## src/rtl/axi_ar_req_queue_pkg.sv

```systemverilog
// Shared AR request types for the multi-channel read-address queue.
// The address field is sized for the widest supported bus; narrower tops zero-extend.
package axi_pkg;

  localparam int AR_ADDR_MAX = 64;

  localparam logic [1:0] BURST_FIXED = 2'b00;
  localparam logic [1:0] BURST_INCR  = 2'b01;
  localparam logic [1:0] BURST_WRAP  = 2'b10;

  typedef struct packed {
    logic [AR_ADDR_MAX-1:0] addr;
    logic [7:0]             len;
    logic [2:0]             size;
    logic [1:0]             burst;
  } ar_req_t;

endpackage

```

## src/rtl/axi_ar_req_queue_req_fifo.sv

```systemverilog
// Single-clock request FIFO with wrap-bit pointers and a synchronous flush.
// Flush has priority over push and pop.
module req_fifo
  import axi_pkg::*;
#(
  parameter int  DEPTH = 4,
  parameter type T     = ar_req_t
) (
  input  logic clk,
  input  logic rst_n,
  input  logic i_flush,
  input  logic i_push,
  input  T     i_data,
  input  logic i_pop,
  output logic o_full,
  output logic o_empty,
  output T     o_head
);

  localparam int AW = $clog2(DEPTH);
  localparam logic [AW:0] PTR_ONE = (AW + 1)'(1);

  logic [AW:0] r_wptr;
  logic [AW:0] r_rptr;
  T            r_mem [DEPTH];
  logic        w_push;
  logic        w_pop;

  assign o_empty = (r_wptr == r_rptr);
  assign o_full  = (r_wptr[AW-1:0] == r_rptr[AW-1:0]) && (r_wptr[AW] != r_rptr[AW]);
  assign w_push  = i_push & ~o_full & ~i_flush;
  assign w_pop   = i_pop & ~o_empty & ~i_flush;
  assign o_head  = r_mem[r_rptr[AW-1:0]];

  always_ff @(posedge clk or negedge rst_n) begin
    if (!rst_n) begin
      r_wptr <= '0;
      r_rptr <= '0;
    end else if (i_flush) begin
      r_wptr <= '0;
      r_rptr <= '0;
    end else begin
      if (w_push) r_wptr <= r_wptr + PTR_ONE;
      if (w_pop)  r_rptr <= r_rptr + PTR_ONE;
    end
  end

  // Storage carries no reset; only the pointers define validity.
  always_ff @(posedge clk) begin
    if (w_push) r_mem[r_wptr[AW-1:0]] <= i_data;
  end

endmodule

```

## src/rtl/axi_ar_req_queue.sv

```systemverilog
// Multi-channel AXI AR request queue: per-channel FIFOs, round-robin grant onto
// one AR channel (ARID = channel index), and an outstanding-burst cap.
module axi_ar_req_queue
  import axi_pkg::*;
#(
  parameter int NUM_CH    = 2,
  parameter int ADDR_W    = 64,
  parameter int DEPTH     = 4,
  parameter int MAX_OUTST = 8,
  parameter int ID_W      = 3
) (
  input  logic                     axi_clk,
  input  logic                     axi_resetn,
  input  logic [NUM_CH*ADDR_W-1:0] req_araddr_i,
  input  logic [NUM_CH*8-1:0]      req_arlen_i,
  input  logic [NUM_CH*3-1:0]      req_arsize_i,
  input  logic [NUM_CH*2-1:0]      req_arburst_i,
  input  logic [NUM_CH-1:0]        req_valid_i,
  output logic [NUM_CH-1:0]        req_ready_o,
  input  logic                     flush_i,
  input  logic                     resp_done_i,
  input  logic                     arready_i,
  output logic [ADDR_W-1:0]        araddr_o,
  output logic [7:0]               arlen_o,
  output logic [2:0]               arsize_o,
  output logic [1:0]               arburst_o,
  output logic [ID_W-1:0]          arid_o,
  output logic                     arvalid_o,
  output logic [7:0]               outst_cnt_o
);

  localparam int CH_W = (NUM_CH > 1) ? $clog2(NUM_CH) : 1;
  localparam logic [7:0] OUTST_MAX = 8'(MAX_OUTST);

  logic [NUM_CH-1:0] w_full;
  logic [NUM_CH-1:0] w_empty;
  logic [NUM_CH-1:0] w_push;
  logic [NUM_CH-1:0] w_pop;
  ar_req_t           w_in   [NUM_CH];
  ar_req_t           w_head [NUM_CH];

  for (genvar c = 0; c < NUM_CH; c++) begin : g_ch
    assign w_in[c] = {AR_ADDR_MAX'(req_araddr_i[c*ADDR_W +: ADDR_W]),
                      req_arlen_i[c*8 +: 8], req_arsize_i[c*3 +: 3],
                      req_arburst_i[c*2 +: 2]};
    assign w_push[c] = req_valid_i[c] & ~w_full[c];

    req_fifo #(.DEPTH(DEPTH), .T(ar_req_t)) u_fifo (
      .clk     (axi_clk),
      .rst_n   (axi_resetn),
      .i_flush (flush_i),
      .i_push  (w_push[c]),
      .i_data  (w_in[c]),
      .i_pop   (w_pop[c]),
      .o_full  (w_full[c]),
      .o_empty (w_empty[c]),
      .o_head  (w_head[c])
    );
  end

  assign req_ready_o = ~w_full;

  logic [CH_W-1:0] r_rr_ptr;
  logic [CH_W-1:0] w_grant;
  logic [CH_W-1:0] w_idx;
  logic [CH_W-1:0] w_rr_next;
  logic            w_found;
  logic            w_load;
  logic            w_dec;
  ar_req_t         w_sel;

  // Scan channels starting at the round-robin pointer; first non-empty wins.
  always_comb begin
    w_found = 1'b0;
    w_grant = '0;
    w_idx   = '0;
    for (int k = 0; k < NUM_CH; k++) begin
      w_idx = CH_W'((int'(r_rr_ptr) + k) % NUM_CH);
      if (!w_found && !w_empty[w_idx]) begin
        w_found = 1'b1;
        w_grant = w_idx;
      end
    end
  end

  assign w_rr_next = (w_grant == CH_W'(NUM_CH - 1)) ? '0 : w_grant + 1'b1;
  assign w_sel     = w_head[w_grant];
  assign w_load    = (~arvalid_o | arready_i) & w_found & (outst_cnt_o < OUTST_MAX) & ~flush_i;
  assign w_dec     = resp_done_i & (outst_cnt_o != 8'd0);

  for (genvar c = 0; c < NUM_CH; c++) begin : g_pop
    assign w_pop[c] = w_load && (w_grant == CH_W'(c));
  end

  // AR output register: holds stable while arvalid_o is stalled by arready_i.
  always_ff @(posedge axi_clk or negedge axi_resetn) begin
    if (!axi_resetn) begin
      araddr_o  <= '0;
      arlen_o   <= '0;
      arsize_o  <= '0;
      arburst_o <= '0;
      arid_o    <= '0;
      arvalid_o <= 1'b0;
      r_rr_ptr  <= '0;
    end else if (w_load) begin
      araddr_o  <= w_sel.addr[ADDR_W-1:0];
      arlen_o   <= w_sel.len;
      arsize_o  <= w_sel.size;
      arburst_o <= w_sel.burst;
      arid_o    <= ID_W'(w_grant);
      arvalid_o <= 1'b1;
      r_rr_ptr  <= w_rr_next;
    end else if (arready_i) begin
      arvalid_o <= 1'b0;
    end
  end

  // The cap compares against the registered count only, keeping resp_done_i off the load path.
  always_ff @(posedge axi_clk or negedge axi_resetn) begin
    if (!axi_resetn) begin
      outst_cnt_o <= '0;
    end else if (w_load && !w_dec) begin
      outst_cnt_o <= outst_cnt_o + 8'd1;
    end else if (!w_load && w_dec) begin
      outst_cnt_o <= outst_cnt_o - 8'd1;
    end
  end

  a_no_spurious_done: assert property (@(posedge axi_clk) disable iff (!axi_resetn)
    resp_done_i |-> (outst_cnt_o != 8'd0))
    else $warning("resp_done_i received with no outstanding burst; ignored");

endmodule

```

## config.mk

```make
export PLATFORM = sky130hd
export DESIGN_NAME = axi_ar_req_queue
export DESIGN_NICKNAME = d
export VERILOG_FILES = /design/src/rtl/axi_ar_req_queue_pkg.sv /design/src/rtl/axi_ar_req_queue_req_fifo.sv /design/src/rtl/axi_ar_req_queue.sv
export SDC_FILE = /design/constraint.sdc
export NUM_CORES = 1
export LEC_CHECK = 0
export CAP_MARGIN = 20
export CORE_MARGIN = 2
export CORE_UTILIZATION = 40
export DETAILED_ROUTE_END_ITERATION = 16
export SETUP_SLACK_MARGIN = 0.3
export SLEW_MARGIN = 20
export SYNTH_ARGS = -nofsm -noshare
export SYNTH_HDL_FRONTEND = slang
export SYNTH_SLANG_ARGS = --single-unit
export TNS_END_PERCENT = 30
```

## constraint.sdc

```tcl
create_clock -name axi_clk -period 3.5 [get_ports axi_clk]
set_input_delay 1.05 -clock axi_clk [delete_from_list [all_inputs] [get_ports axi_clk]]
set_output_delay 1.05 -clock axi_clk [all_outputs]
set_load 0.1 [all_outputs]
```

==> results.json, run 1 <==
{
  "outcome": "finished, final reports clean",
  "drive_gt1_share_pct": 27.43,
  "cp-end-kind": "flip-flop",
  "dp_hpwl_um": 36110,
  "antenna_left": 0,
  "cp.arrival_ns": 3.57,
  "slew-limit-headroom_pct": 34.02,
  "numClockSinks": 716,
  "synth_area_leaders": "edfxtp_1 (68%), mux4_2 (13%), dfrtp_1 (9.3%), a221o_1 (2.8%), nor2b_1 (1.8%)",
  "drc": 0,
  "clockRootBuffer": "clkbuf_16",
  "rows": 95,
  "setup_slack_ns": 0.4639,
  "startpoint_type": "primary input",
  "portBuffers": 249,
  "worst_slew_pin_slew_ns": 0.9898,
  "insertion_delay_ns": 0.61,
  "antenna_found_initial": 12,
  "synth_flop_cell": "edfxtp_1",
  "finalWeightedCongestion": 0.7256,
  "drt_iter0_markers": 998,
  "cts_buffer_depth": 3,
  "die_area_sq_um": 69720,
  "netSwitchingFraction_pct": 33.64,
  "cellLeakagePower_uw": 0.01120,
  "die_y_um": 264.1,
  "grt_pass1_wl_um": 92470,
  "grt_pass1_vias": 14210,
  "skew_ns": 0.01972,
  "vias": 13270,
  "yosysSeqAreaShare_pct": 77.63,
  "rrSetupSlack_ns": 0.48,
  "place_inst": 2339,
  "htree_levels": 3,
  "cts_tree": "done",
  "synthCells": 1234,
  "criticalPathCategory": "in -> reg",
  "r2r_cells": 12,
  "grt_max_degree": 80,
  "startpoint": "arready_i",
  "synth_top_cell_by_area": "edfxtp_1",
  "peakVddDrop_mv": 0.5577,
  "worstPathRequired_ns": 4.03,
  "switching_power_uw": 8520,
  "ys_seq_elements": 716,
  "synth_top_cell_area_share_pct": 68.38,
  "die_width_um": 264.1,
  "cts_resized": 0,
  "nNetsFinal": 1724,
  "cts_buffers": 77,
  "core-area_sq_um": 67040,
  "synth.avg_cell_area_sq_um": 21.92,
  "grtUsageTotal_pct": 18.06,
  "reg2reg_from": "g_ch[0].u_fifo.r_rptr[1]",
  "grt-ovfl-total": 0,
  "max_freq_mhz": 329.4,
  "fin_crit_sh_pct": 86.75,
  "period_needed_ns": 3.036,
  "dpl_cell_area_sq_um": 30860,
  "final_hold_viol_count": 0,
  "p_int_uw": 16810,
  "endpoint": "outst_cnt_o[6]",
  "start_util_pct": 40.35,
  "drv_slew": 0,
  "rsz0062_at_grt": "no",
  "synth_cell_type_count": 44,
  "dr.pass1.iters": 4,
  "syn_area_sq_um": 27050,
  "drt_wl_total_um": 61910,
  "setup_viol": 0,
  "fill_cells": 5421,
  "max_cap_viol_count": 0,
  "path_max_fanout": 6,
  "avgRoutedWirePerCell_um": 24.91,
  "io_pins": 252,
  "yosysWarnings": 0,
  "r2r_end": "outst_cnt_o[6]",
  "design_area_sq_um": 33520,
  "synth_edf_count": 616,
  "powerDensity_nw_per_um2": 755.5,
  "clock_power_share_pct": 32.9,
  "area_growth_pct": 23.92,
  "p_total_uw": 25330,
  "cts_setup_buffers": 0,
  "p_comb_share_pct": 25.8,
  "synthArstFlopShare_pct": 13.97,
  "stdcell_count": 2485,
  "p_seq_share_pct": 41.3,
  "clk_pin_slew_ns": 0.05,
  "cts_hold_buffers": 0,
  "dp_worst_setup_slack_ns": -0.1104,
  "avgViaCountPerCell": 5.338,
  "hold_path_class": "in -> async"
}
## layer usage
metal	global-route usage, %	wire, um	up-vias
li1	-	-	5761
met1	24.04	26400	7065
met2	30.14	31010	325
met3	3.766	3133	99
met4	5.236	1263	16
met5	0	101	-
## layout by cell type (no fill, tap or decap), drive strengths merged, types with 3 or more instances in the layout
cell type | netlist | layout
edfxtp | 616 | 616
clkdlybuf4s50 | 0 | 159
mux4 | 154 | 154
buf | 37 | 140
clkbuf | 31 | 108
dfrtp | 100 | 100
nor2b | 78 | 78
a221o | 77 | 77
clkinv | 0 | 21
ha | 17 | 17
nor2 | 13 | 13
nand2 | 13 | 13
inv | 12 | 13
o21ai | 12 | 12
xor2 | 10 | 10
and2 | 8 | 8
a21oi | 8 | 8
nand3 | 7 | 7
bufinv | 0 | 7
xnor2 | 7 | 7
clkinvlp | 0 | 5
diode | 0 | 4
or3 | 3 | 3
nand2b | 3 | 3
a21o | 3 | 3
a211oi | 3 | 3
## Yosys cell counts (all sizes together), types with 7 or more instances
cell type,n
nand2,13
mux4,154
a221o,77
nor2b,78
edfxtp,616
buf,37
o21ai,12
and2,8
xor2,10
dfrtp,100
ha,17
nand3,7
inv,12
clkbuf,31
a21oi,8
nor2,13
xnor2,7
## registers in the layout (all words and copies together), names as in the netlist
name	flops
araddr_o	64
arburst_o	2
arid_o	1
arlen_o	8
arsize_o	3
arvalid_o	1
g_ch.u_fifo.r_mem	616
g_ch.u_fifo.r_rptr	6
g_ch.u_fifo.r_wptr	6
outst_cnt_o	8
r_rr_ptr	1
## power groups by stage
stage	Clock [uW]	Sequential [uW]	Combinational, uW
2_1_floorplan	0	14100	1350
3_5_place_dp	0	10600	6600
6_report	8320	10500	6540
5_1_grt	8840	10500	6800
4_1_cts	8510	10500	6600
3_3_place_gp	0	10600	6530
## area by class of cell
class	instances	area, sq um	area share, %
clock inverters	34	386.6	1.153
diodes	4	10.01	0.02986
multi-input cells	439	5744	17.14
repair buffers	299	2959	8.827
flip-flops and latches	716	21020	62.69
inverters	12	45.04	0.1344
clock buffers	108	2270	6.771
well taps	873	1092	3.258
## critical path, stage by stage
cell and delay (ns):
clkdlybuf4s50_1 0.45, nand2b_1 0.12, nand4b_1 0.15, o21bai_4 0.21, inv_1 0.09, ha_2 0.19
inv_2 0.09, ha_4 0.23, nor2b_1 0.13, o21ai_1 0.17, a21boi_1 0.12, or4_1 0.47
nand3_1 0.10
## worst min-delay path by stage
stage / start / to / slack [ns] / depth (start not counted)
after floorplan: g_ch[1].u_fifo.r_wptr[2] / g_ch[1].u_fifo.r_wptr[2] / 0.52 / 2
after global placement: arid_o[0] / arid_o[0] / 0.47 / 1
after detailed placement: arid_o[0] / arid_o[0] / 0.49 / 1
after CTS: axi_resetn / araddr_o[39] / 0.40 / 1
after global routing: axi_resetn / araddr_o[26] / 0.45 / 1
final: axi_resetn / outst_cnt_o[4] / 0.43 / 1
## through the flow
| stage | hold slack (ns) | setup TNS (ns) | utilization, % |
|---|---|---|---|
| floorplan | 0.5234 | 0 | - |
| global placement | 0.4670 | -0.1577 | 46.03 |
| detailed placement | 0.4870 | -0.2946 | 46.03 |
| CTS | 0.4040 | 0 | 49.99 |
| global route | 0.4506 | 0 | 50.00 |
| finish | 0.4268 | 0 | 50.00 |
## kinds of logic after synthesis
logic type               synth area share [%]
other                                 0.01386
AO/OA/AOI/OAI                           3.617
flip-flops                              77.63
buffers and inverters                   1.429
adder cells (fa/ha/maj)                0.8603
multiplexers                            12.90
XOR/XNOR                               0.6614
AND/OR/NAND/NOR                         2.886
(Power assumes the default switching activity.)
==> run 2, diff against run 1 <==
--- a/config.mk
+++ b/config.mk
@@ -5,7 +5,7 @@
 export SDC_FILE = /design/constraint.sdc
 export NUM_CORES = 1
 export LEC_CHECK = 0
-export CAP_MARGIN = 20
+export CAP_MARGIN = 25
 export CORE_MARGIN = 2
 export CORE_UTILIZATION = 40
 export DETAILED_ROUTE_END_ITERATION = 16
==> results of run 2 <==
The final DEF is identical to that of run 1; final timing and power are the same.
